### src/rtl/game_tick_sched_pkg.sv
// Shared state encodings, default timing constants and the step-period helper
// for the snake game-speed scheduler.
package game_tick_sched_pkg;

    typedef enum logic [1:0] {
        ST_IDLE  = 2'b00,
        ST_RUN   = 2'b01,
        ST_PAUSE = 2'b10,
        ST_OVER  = 2'b11
    } state_e;

    localparam int BASE_MS_DEF   = 200;
    localparam int STEP_MS_DEF   = 20;
    localparam int MIN_MS_DEF    = 40;
    localparam int MAX_LEVEL_DEF = 15;
    localparam int PW_DEF        = 10;

    // Signed int math so a high level clamps to the floor instead of wrapping.
    function automatic int calc_period(input int base_ms, input int step_ms,
                                       input int min_ms, input int lvl);
        int p;
        p = base_ms - lvl * step_ms;
        return (p < min_ms) ? min_ms : p;
    endfunction

endpackage

### src/rtl/game_tick_sched_ms_period_cnt.sv
// Millisecond counter: counts enabled ticks and pulses done (combinationally)
// on the tick that completes the current period, then restarts from zero.
module ms_period_cnt #(
    parameter int PW = 10
) (
    input  logic          clk,
    input  logic          rst_n,
    input  logic          tick,
    input  logic          enable,
    input  logic          clear,
    input  logic [PW-1:0] period,
    output logic [PW-1:0] ms_cnt,
    output logic          done
);

    logic [PW-1:0] cnt_q, cnt_d;
    logic          wrap;

    // ">=" lets a shortened period fire on the next tick when the count is already past it.
    assign wrap = (cnt_q >= (period - PW'(1)));

    always_comb begin
        cnt_d = cnt_q;
        done  = 1'b0;
        if (clear) begin
            cnt_d = '0;
        end else if (enable && tick) begin
            if (wrap) begin
                cnt_d = '0;
                done  = 1'b1;
            end else begin
                cnt_d = cnt_q + PW'(1);
            end
        end
    end

    always_ff @(posedge clk or negedge rst_n) begin
        if (!rst_n) cnt_q <= '0;
        else        cnt_q <= cnt_d;
    end

    assign ms_cnt = cnt_q;

endmodule

### src/rtl/game_tick_sched.sv
// Game-speed scheduler: phase FSM, speed level and registered step period;
// emits a one-cycle step strobe every period_ms milliseconds while running.
module game_tick_sched
    import game_tick_sched_pkg::*;
#(
    parameter int BASE_MS   = BASE_MS_DEF,
    parameter int STEP_MS   = STEP_MS_DEF,
    parameter int MIN_MS    = MIN_MS_DEF,
    parameter int MAX_LEVEL = MAX_LEVEL_DEF,
    parameter int PW        = PW_DEF
) (
    input  logic          mclk,
    input  logic          clr_n,
    input  logic          tick_1ms,
    input  logic          start,
    input  logic          pause_tog,
    input  logic          speed_up,
    input  logic          game_over,
    output logic          step,
    output logic [1:0]    state,
    output logic [3:0]    level,
    output logic [PW-1:0] period_ms
);

    state_e        state_q, state_d;
    logic [3:0]    level_q, level_d;
    logic [PW-1:0] period_q, period_d;
    logic          step_q, step_d;

    logic          cnt_en, cnt_clr, lvl_clr, lvl_inc;
    logic [PW-1:0] ms_cnt;
    logic          cnt_done;

    always_ff @(posedge mclk or negedge clr_n) begin
        if (!clr_n) state_q <= ST_IDLE;
        else        state_q <= state_d;
    end

    // game_over outranks pause_tog; start only matters in IDLE/OVER.
    always_comb begin
        state_d = state_q;
        case (state_q)
            ST_IDLE:  if (start) state_d = ST_RUN;
            ST_RUN:   if (game_over) state_d = ST_OVER;
                      else if (pause_tog) state_d = ST_PAUSE;
            ST_PAUSE: if (game_over) state_d = ST_OVER;
                      else if (pause_tog) state_d = ST_RUN;
            ST_OVER:  if (start) state_d = ST_IDLE;
            default:  state_d = ST_IDLE;
        endcase
    end

    // Counting only while staying in RUN: a transition on a completing tick
    // suppresses the step and freezes the pre-tick count.
    always_comb begin
        cnt_en  = (state_q == ST_RUN) && (state_d == ST_RUN);
        cnt_clr = (state_q == ST_IDLE) && (state_d == ST_RUN);
        lvl_clr = cnt_clr;
        lvl_inc = (state_q == ST_RUN) && speed_up;
    end

    ms_period_cnt #(.PW(PW)) u_cnt (
        .clk    (mclk),
        .rst_n  (clr_n),
        .tick   (tick_1ms),
        .enable (cnt_en),
        .clear  (cnt_clr),
        .period (period_q),
        .ms_cnt (ms_cnt),
        .done   (cnt_done)
    );

    always_comb begin
        level_d = level_q;
        if (lvl_clr)
            level_d = 4'd0;
        else if (lvl_inc && (level_q < 4'(MAX_LEVEL)))
            level_d = level_q + 4'd1;
    end

    // Derived from the registered level, so the period lags a level change by one cycle.
    always_comb begin
        period_d = PW'(calc_period(BASE_MS, STEP_MS, MIN_MS, int'(level_q)));
        step_d   = cnt_done;
    end

    always_ff @(posedge mclk or negedge clr_n) begin
        if (!clr_n) begin
            level_q  <= 4'd0;
            period_q <= PW'(BASE_MS);
            step_q   <= 1'b0;
        end else begin
            level_q  <= level_d;
            period_q <= period_d;
            step_q   <= step_d;
        end
    end

    // The count wraps at period-1 and periods only shrink from BASE_MS.
    a_cnt_range: assert property (@(posedge mclk) disable iff (!clr_n)
        ms_cnt < PW'(BASE_MS));

    assign step      = step_q;
    assign state     = state_q;
    assign level     = level_q;
    assign period_ms = period_q;

endmodule

### config.mk
export PLATFORM = sky130hd
export DESIGN_NAME = game_tick_sched
export DESIGN_NICKNAME = d
export VERILOG_FILES = /design/src/rtl/game_tick_sched_pkg.sv /design/src/rtl/game_tick_sched_ms_period_cnt.sv /design/src/rtl/game_tick_sched.sv
export SDC_FILE = /design/constraint.sdc
export NUM_CORES = 1
export LEC_CHECK = 0
export BUFFER_PORTS_ARGS = -buffer_cell sky130_fd_sc_hd__buf_4
export CAP_MARGIN = 25
export CORE_ASPECT_RATIO = 0.75
export CORE_UTILIZATION = 55
export CTS_BUF_LIST = sky130_fd_sc_hd__clkbuf_2 sky130_fd_sc_hd__clkbuf_4 sky130_fd_sc_hd__clkbuf_8
export CTS_CLUSTER_SIZE = 28
export DETAILED_ROUTE_END_ITERATION = 10
export PLACE_DENSITY = 0.88
export SLEW_MARGIN = 20
export SYNTH_ARGS = -nofsm -noshare
export SYNTH_HDL_FRONTEND = slang
export SYNTH_SLANG_ARGS = --single-unit
### constraint.sdc
create_clock -name mclk -period 3.83 [get_ports mclk]
set_clock_uncertainty 0.15 [all_clocks]
set_input_delay 0.1915 -clock mclk [delete_from_list [all_inputs] [get_ports mclk]]
set_output_delay 0.1915 -clock mclk [all_outputs]
set_load 0.02 [all_outputs]
==> results.toml, run 1 <==
[route]
highest_layer = "met4"
viasPerCell = 5.72
antenna_left = 0
vias = 1391
route.detailed.wl_per_inst_um = 13.5
drtIter0Drc = 77
wl_met2_um = 1380
drc = 0
route.met3.wl_um = 151
totalWireLength_um = 3280
wl_met1_um = 1740
firstDrtPassIters = 4

[die]
start_util_pct = 58.9
die_x_um = 67.4
rows = 17
coreArea_mm2 = 0.00300
fp.dieH_um = 51.1
dieArea_mm2 = 0.00345
io_pins = 24

[pwr]
power.leakage_nw = 0.926
power.density_mw_per_mm2 = 580
vdd_drop_max_mv = 0.366

[logic_synthesis]
synthArstFlopShare_pct = 100
seq_area_frac_synth_pct = 35.6
yosysUniqueCellTypes = 43
synth-edff-count = 0
ys_ff_latch = 25
syn_inst = 187
ys.flop_type = "dfrtp_1"
avgSynthCellArea_um2 = 9.45
yosysWarningCount = 0
syn-cell-area_mm2 = 0.00177

[worst_setup_path]
r2r-end = "period_ms[5]"
cp_data_required_time_ps = 3840
critical-path-top-delay-family = "adder cells"
critPathMaxStageDelay_ps = 580
worst_setup_path_end_kind = "flip-flop"
crit_slowest_cell = "dfrtp_1"
rrSetupSlack_ps = 480
reg2reg_from = "level[3]"
crit_buf_inv = 1
path_class = "flip-flop to flip-flop"
reg2reg_depth = 10
worstPathArrival_ps = 3360
worstSetupStartpointType = "flip-flop"
path_cells = "ha_1 > ha_1 > inv_1 > fa_1 > a21oi_1 > xnor2_1 > mux2_2 > nor2_1 > ha_1 > nand2b_1"
path_max_fanout = 11
crit_top_cell = "ha_1"

[timing]
min_period_ps = 3350
tightest_slew_ps = 686
hold_violations = 0
setup_viol = 0
relSlewSlack_pct = 54.1
setup_tns_ps = 0
slew_viol_final = 0
rsz0062_at_grt = "false"
setup_slack_ps = 483
clock.fmax_mhz = 299
finalCritPeriodShare_pct = 87.4

[clock_tree]
root_buffer = "clkbuf_8"
cts_buffers = 3
cts_sinks = 25
insertion_delay_ps = 270
ctsLongestPathBuffers = 2
post_cts_resized = 0
htree_num_levels = 1
clkTransAtPathRegs_ps = 90
tritoncts = "done"

[global_routing]
antenna_found_initial = 0
grt.total_usage_pct = 21.8
first_global_vias = 1249
grt_max_degree = 26
grt_pass1_wl_um = 5650
overflow = 0

[hold_path]
min_delay_worst_endpoint = "state[0]"
min_path_cells = 4
hold_start = "pause_tog"
min_path_type = "input port to flip-flop"

[final_layout]
syn_to_final_growth_pct = 12.3
num_antenna_cells = 0
final_cell_mix = "22 x buf_4, 22 x dfrtp_1, 18 x nor2_1"
final_area_mm2 = 0.00198
drive_gt1_share_pct = 17.1
fin_nets = 230

[place]
dp_hpwl_um = 2510
placed_cell_area_mm2 = 0.00192
portBuffers = 21
dpl_worst_slack_ps = 491
place.gp.congestion = 0.809

[run]
max_cap_viol_count = 0

[run_status]
outcome = "completed"
## area by class of cell
cell class / count / area (um2)
Fill cell: 255 / 1010
Clock inverter: 1 / 5.00
Clock buffer: 3 / 41.3
Sequential cell: 25 / 629
Timing Repair Buffer: 24 / 185
Inverter: 7 / 26.3
Tap cell: 38 / 47.5
Multi-Input combinational cell: 145 / 1050
## worst max path at each step
stage,start,end,cells after the start
finish,level[3],period_ms[5],10
floorplan,level[1],period_ms[5],11
CTS,level[3],period_ms[5],10
global route,level[3],period_ms[5],10
detailed placement,level[3],period_ms[5],10
global placement,level[3],period_ms[5],10
## registers in the layout (all words and copies together), names as in the netlist
register and flops:
state 2, u_cnt.ms_cnt 10, period_ms 8, level 4, step 1
## metrics by stage
stage	util [%]	power, mW	hold slack (ps)	cells
detailed placement	64.0	1.00	-33.1	237
CTS	66.2	1.16	94.4	243
global placement	64.0	0.982	-36.3	237
global route	66.2	1.24	125	243
finish	66.2	1.15	95.2	243
floorplan	-	0.837	-254	188
## worst reg2reg max path, delay by kind of cell (launching register included)
family,cells,cell delay (ps)
compound gates,1,280
xor+xnor,1,200
fa+ha+maj,4,1350
buf+inv,1,70
flops,1,580
mux,1,360
simple gates,2,260
## cell families (layout without fill, tap and decap cells)
group                      count (synthesis)  in the layout  share of synthesized area [%]
AOI/OAI and AO/OA                         42             42                           17.4
xor gates and xnor gates                  14             14                           6.94
adders and majority gates                 17             17                           12.5
buffers and inverters                     18             35                           5.17
DFF                                       25             25                           35.6
muxes                                      4              4                           2.41
other                                      1              2                          0.212
and+or+nand+nor                           66             66                           19.8
## layer usage
| layer | track usage (%) | vias to the layer above |
|---|---|---|
| li1 | - | 705 |
| met2 | 32.3 | 35 |
| met4 | 3.19 | 0 |
| met5 | 0 | - |
| met3 | 4.69 | 2 |
| met1 | 32.8 | 649 |
## where the power goes
part           internal (mW)  switching (mW)
registers              0.338          0.0933
logic                  0.254           0.312
clock network         0.0727          0.0810
## cell usage after synthesis, drive strengths merged (4+ instances only)
master | n | area [um2]
dfrtp | 22 | 551
nor2 | 18 | 67.6
ha | 16 | 200
a21oi | 10 | 50.1
xnor2 | 9 | 78.8
nand2 | 8 | 30.0
and3 | 7 | 43.8
inv | 7 | 26.3
buf | 6 | 46.3
nand3 | 6 | 30.0
nor3 | 6 | 30.0
clkbuf | 5 | 18.8
nor3b | 5 | 37.5
o21a | 5 | 37.5
o21ai | 5 | 25.0
o311ai | 5 | 58.8
xor2 | 5 | 43.8
a22o | 4 | 35.0
o31ai | 4 | 30.0
## repair_timing
item,4_1_cts,5_1_grt
endpoints found under the hold margin,26,0
hold buffers,2,0
buffers inserted,0,0
Power figures use the tool's default switching activity.
==> run 2: changes to the inputs <==
- CORE_ASPECT_RATIO: 0.75 -> 0.5
==> results.toml, run 2 (synthesized netlist as in run 1, its figures left out) <==
[clock_tree]
ctsLongestPathBuffers = 2
htree_num_levels = 1
insertion_delay_ps = 270
root_buffer = "clkbuf_8"
cts_sinks = 25
cts_buffers = 3
clkTransAtPathRegs_ps = 90
post_cts_resized = 0
tritoncts = "done"

[worst_setup_path]
critPathMaxStageDelay_ps = 580
path_max_fanout = 11
path_class = "flip-flop to flip-flop"
worst_setup_path_end_kind = "flip-flop"
worstPathArrival_ps = 3470
crit_slowest_cell = "dfrtp_1"
critical-path-top-delay-family = "adder cells"
worstSetupStartpointType = "flip-flop"
cp_data_required_time_ps = 3840
path_cells = "ha_1 > ha_1 > inv_1 > fa_1 > a21oi_1 > xnor2_1 > mux2_2 > nor2_1 > ha_1 > nand2b_1"
crit_top_cell = "ha_1"
crit_buf_inv = 1

[timing]
hold_violations = 0
whs_ps = 17.8
min_period_ps = 3460
tightest_slew_ps = 884
setup_viol = 0
setup_tns_ps = 0
clock.fmax_mhz = 289
slew_viol_final = 0
rsz0062_at_grt = "false"
finalCritPeriodShare_pct = 90.3
relSlewSlack_pct = 41.0

[die]
fp.dieH_um = 42.1
die_x_um = 82.2
io_pins = 24
dieArea_mm2 = 0.00346
coreArea_mm2 = 0.00303
start_util_pct = 58.3
rows = 14

[route]
drtIter0Drc = 46
firstDrtPassIters = 6
drc = 0
viasPerCell = 6.08
vias = 1484
totalWireLength_um = 3850
antenna_left = 0
route.detailed.wl_per_inst_um = 15.8

[pwr]
power.density_mw_per_mm2 = 597
vdd_drop_max_mv = 0.323
power.leakage_nw = 0.918
power_mw = 1.18

[place]
dp_cells = 239
dp_hpwl_um = 2920
portBuffers = 21
place.gp.congestion = 0.910

[final_layout]
drive_gt1_share_pct = 17.2
num_antenna_cells = 0
largest_reg_flops = 10
fin_nets = 229
final_core_utilization_pct = 65.3
syn_to_final_growth_pct = 12.0
finalNonFillerCells = 244
final_cell_mix = "22 x buf_4, 22 x dfrtp_1, 18 x nor2_1"

[global_routing]
grt_pass1_wl_um = 6700
overflow = 0
first_global_vias = 1473
grt.total_usage_pct = 25.7
antenna_found_initial = 0
grt_max_degree = 26

[run]
max_cap_viol_count = 0

[run_status]
outcome = "completed"

[hold_path]
min_path_type = "input port to flip-flop"
## run 2: changes by cell type in the layout (fill, tap and decap cells not counted)
| cell | previous run | this run |
|---|---|---|
| clkinv_2 | 1 | 0 |
| dlygate4sd3_1 | 2 | 1 |
| clkinvlp_4 | 0 | 1 |
## run 2: what timing repair did
action | in CTS | in global routing
setup buffers | 0 | 0
endpoints found under the hold margin | 25 | 0
hold buffers | 1 | 0
## run 2: final cells by class
class,instances,area (um2)
fillers,231,1050
multi-input cells,145,1050
flip-flops and latches,25,629
repair buffers,23,175
well taps,40,50.0
clock buffers,3,41.3
inverters,7,26.3
clock inverters,1,7.51
## run 2: worst reg2reg max path: cells and delay by family, from the launching register on
kind	cells	cell delay (ps)
muxes	1	360
DFF	1	580
and+or+nand+nor	2	310
xor gates and xnor gates	1	200
AOI/OAI and AO/OA	1	290
buffers and inverters	1	70
adders and majority gates	4	1380
## run 2: final timing paths
kind	start	to	slack, ps	cells after the start
hold / removal	start	state[1]	20	2
setup / recovery	level[3]	period_ms[5]	370	10
hold reg to reg	u_cnt.ms_cnt[9]	u_cnt.ms_cnt[9]	410	1
min in group asynchronous	clr_n	step	230	2
max in group asynchronous	clr_n	period_ms[6]	3010	2
setup reg to reg	level[3]	period_ms[5]	370	10
## run 2: metrics by stage
stage	setup slack, ps	area [um2]
2_1_floorplan	620	1770
3_3_place_gp	565	1920
3_5_place_dp	428	1920
4_1_cts	379	1980
5_1_grt	167	1980
6_report	373	1980
## run 2: per-layer routing
metal  up-vias  GRT usage (%)  routed length [um]
li1        705              -                   -
met1       730           30.9                1630
met2        41           44.0                2030
met3         8           6.74                 127
met4         0           9.82                  63
met5         -              0                   0
## run 2: report_power, final
| part | total (mW) | internal [mW] | switching [mW] |
|---|---|---|---|
| clock | 0.156 | 0.0736 | 0.0828 |
| combinational | 0.592 | 0.256 | 0.336 |
| sequential | 0.434 | 0.338 | 0.0961 |
==> run 3: changes to the inputs <==
- PLACE_DENSITY: 0.88 -> 0.87
- SYNTH_HIERARCHICAL: not set -> 1
==> results.toml, run 3 <==
[run_status]
outcome = "completed"

[timing]
rsz0062_at_grt = "false"
setup_tns_ps = 0
clock.fmax_mhz = 290
finalCritPeriodShare_pct = 89.9
setup_viol = 0
setup_slack_ps = 387
hold_violations = 0
slew_viol_final = 0
whs_ps = 160
min_period_ps = 3440

[logic_synthesis]
ys.flop_type = "dfrtp_1"
syn-cell-area_mm2 = 0.00185
yosysTopAreaCell = "dfrtp_1"
yosysMostFrequentCell = "dfrtp_1"
yosysWarningCount = 6
syn_inst = 196
synthTopCellsByArea = "dfrtp_1 30%, ha_1 12%, xnor2_1 7.1%, dfstp_2 4.3%, nor3_1 4.0%"
yosysTopAreaCellShare_pct = 29.7
synth_commonest_cells = "22 x dfrtp_1, 18 x ha_1, 15 x nor3_1, 15 x xnor2_1, 14 x nand2_1"
synthArstFlopShare_pct = 100
avgSynthCellArea_um2 = 9.46
synth-edff-count = 0
yosysUniqueCellTypes = 53
ys_ff_latch = 25
seq_area_frac_synth_pct = 33.9

[hold_path]
min_path_type = "input port to flip-flop"
min_delay_worst_endpoint = "state[1]"
min_path_cells = 3
hold_start = "pause_tog"

[final_layout]
largest_reg_flops = 10
syn_to_final_growth_pct = 14.6
final_cell_mix = "22 x buf_4, 22 x dfrtp_1, 18 x ha_1"
final_area_mm2 = 0.00213
drive_gt1_share_pct = 17.7
num_antenna_cells = 0
fin_nets = 253

[global_routing]
grt_max_degree = 26
first_global_vias = 1451
grt.total_usage_pct = 24.0
antenna_found_initial = 0
overflow = 0
grt_pass1_wl_um = 6650

[place]
dpl_worst_slack_ps = 407
dp_hpwl_um = 2790
place.gp.congestion = 0.832
placed_cell_area_mm2 = 0.00206
portBuffers = 21

[clock_tree]
ctsLongestPathBuffers = 2
cts_sinks = 25
tritoncts = "done"
htree_num_levels = 1
post_cts_resized = 0
root_buffer = "clkbuf_8"
insertion_delay_ps = 270
cts_buffers = 3
clkTransAtPathRegs_ps = 80

[worst_setup_path]
crit_slowest_cell = "fa_1"
reg2reg_depth = 9
r2r-end = "period_ms[5]"
worstPathArrival_ps = 3460
crit_top_cell = "ha_1"
cp_data_required_time_ps = 3840
reg2reg_from = "level[3]"
critPathMaxStageDelay_ps = 630
path_cells = "ha_1 > ha_1 > fa_1 > inv_1 > o311ai_2 > a21oi_2 > o311a_1 > ha_1 > a21o_2"
rrSetupSlack_ps = 390
path_class = "flip-flop to flip-flop"
worst_setup_path_end_kind = "flip-flop"
path_max_fanout = 13
worstSetupStartpointType = "flip-flop"

[die]
dieArea_mm2 = 0.00362
coreArea_mm2 = 0.00310
die_x_um = 84.1
start_util_pct = 59.8
io_pins = 24
rows = 14
fp.dieH_um = 43.1

[route]
drtIter0Drc = 46
totalWireLength_um = 3830
route.detailed.wl_per_inst_um = 14.4
firstDrtPassIters = 4
vias = 1469
antenna_left = 0
drc = 0
viasPerCell = 5.52

[pwr]
power.leakage_nw = 0.983
vdd_drop_max_mv = 0.498
power.density_mw_per_mm2 = 610

[run]
max_cap_viol_count = 0
-- run 3: cell types whose count changed in the layout (fill, tap and decap cells not counted), sizes merged, moves of 4 or more --
| cell | change |
|---|---|
| a21oi | +5 |
| a22o | -4 |
| and3 | -6 |
| conb | +10 |
| nand2 | +7 |
| nand3 | -4 |
| nor2 | -7 |
| nor3 | +9 |
| o21a | -4 |
| o311ai | -4 |
| o31ai | -4 |
| xnor2 | +6 |
-- run 3: per-layer routing --
layer  track usage, %  share of wire, %  wire length, um
met2             44.8                51             1960
met1             29.1                44             1690
met4             5.52               1.3               49
met3             5.06               3.5              134
met5                0                 0                0
-- run 3: cells by family after synthesis --
group / Yosys count / share of synthesized area [%]
compound gates: 40 / 16.2
xor+xnor: 20 / 10.3
fa+ha+maj: 19 / 13.2
buf+inv: 19 / 4.93
flops: 25 / 33.9
mux: 1 / 0.540
other cells: 1 / 0.202
simple gates: 71 / 20.7
-- run 3: final cells by class --
class / instances / area (um2)
clock buffer: 4 / 48.8
fill: 233 / 975
inverter: 10 / 37.5
multi-input combinational: 163 / 1170
sequential: 25 / 629
tap: 40 / 50.0
timing repair buffer: 24 / 185
-- run 3: how the worst max path moves through the flow --
stage	endpoint	slack, ps	from
2_1_floorplan	period_ms[5]	580	level[1]
3_3_place_gp	period_ms[5]	520	level[3]
3_5_place_dp	period_ms[5]	410	level[3]
4_1_cts	period_ms[5]	390	level[3]
5_1_grt	period_ms[5]	220	level[3]
6_report	period_ms[5]	390	level[3]
-- run 3: what timing repair did --
item | CTS | global route
hold buffers | 2 | 0
setup buffers | 0 | 0
hold endpoints to repair | 26 | 0
-- run 3: per-stage QoR --
stage	util, %	power (mW)	cells
after detailed placement	66.3	1.12	260
final	68.6	1.30	266
after global routing	68.6	1.40	266
after floorplan	-	0.940	207
after global placement	66.3	1.09	260
after CTS	68.6	1.30	266
-- run 3: critical path, delay by kind of cell (launching register included) --
kind,cells,cell delay [ps]
AO/OA/AOI/OAI,4,960
buffers and inverters,1,90
adder cells (fa/ha/maj),4,1530
flip-flops,1,610
-- run 3: where the power goes --
group | internal [mW] | switching (mW)
sequential | 0.342 | 0.116
clock | 0.0816 | 0.0838
combinational | 0.307 | 0.366
total | 0.730 | 0.566
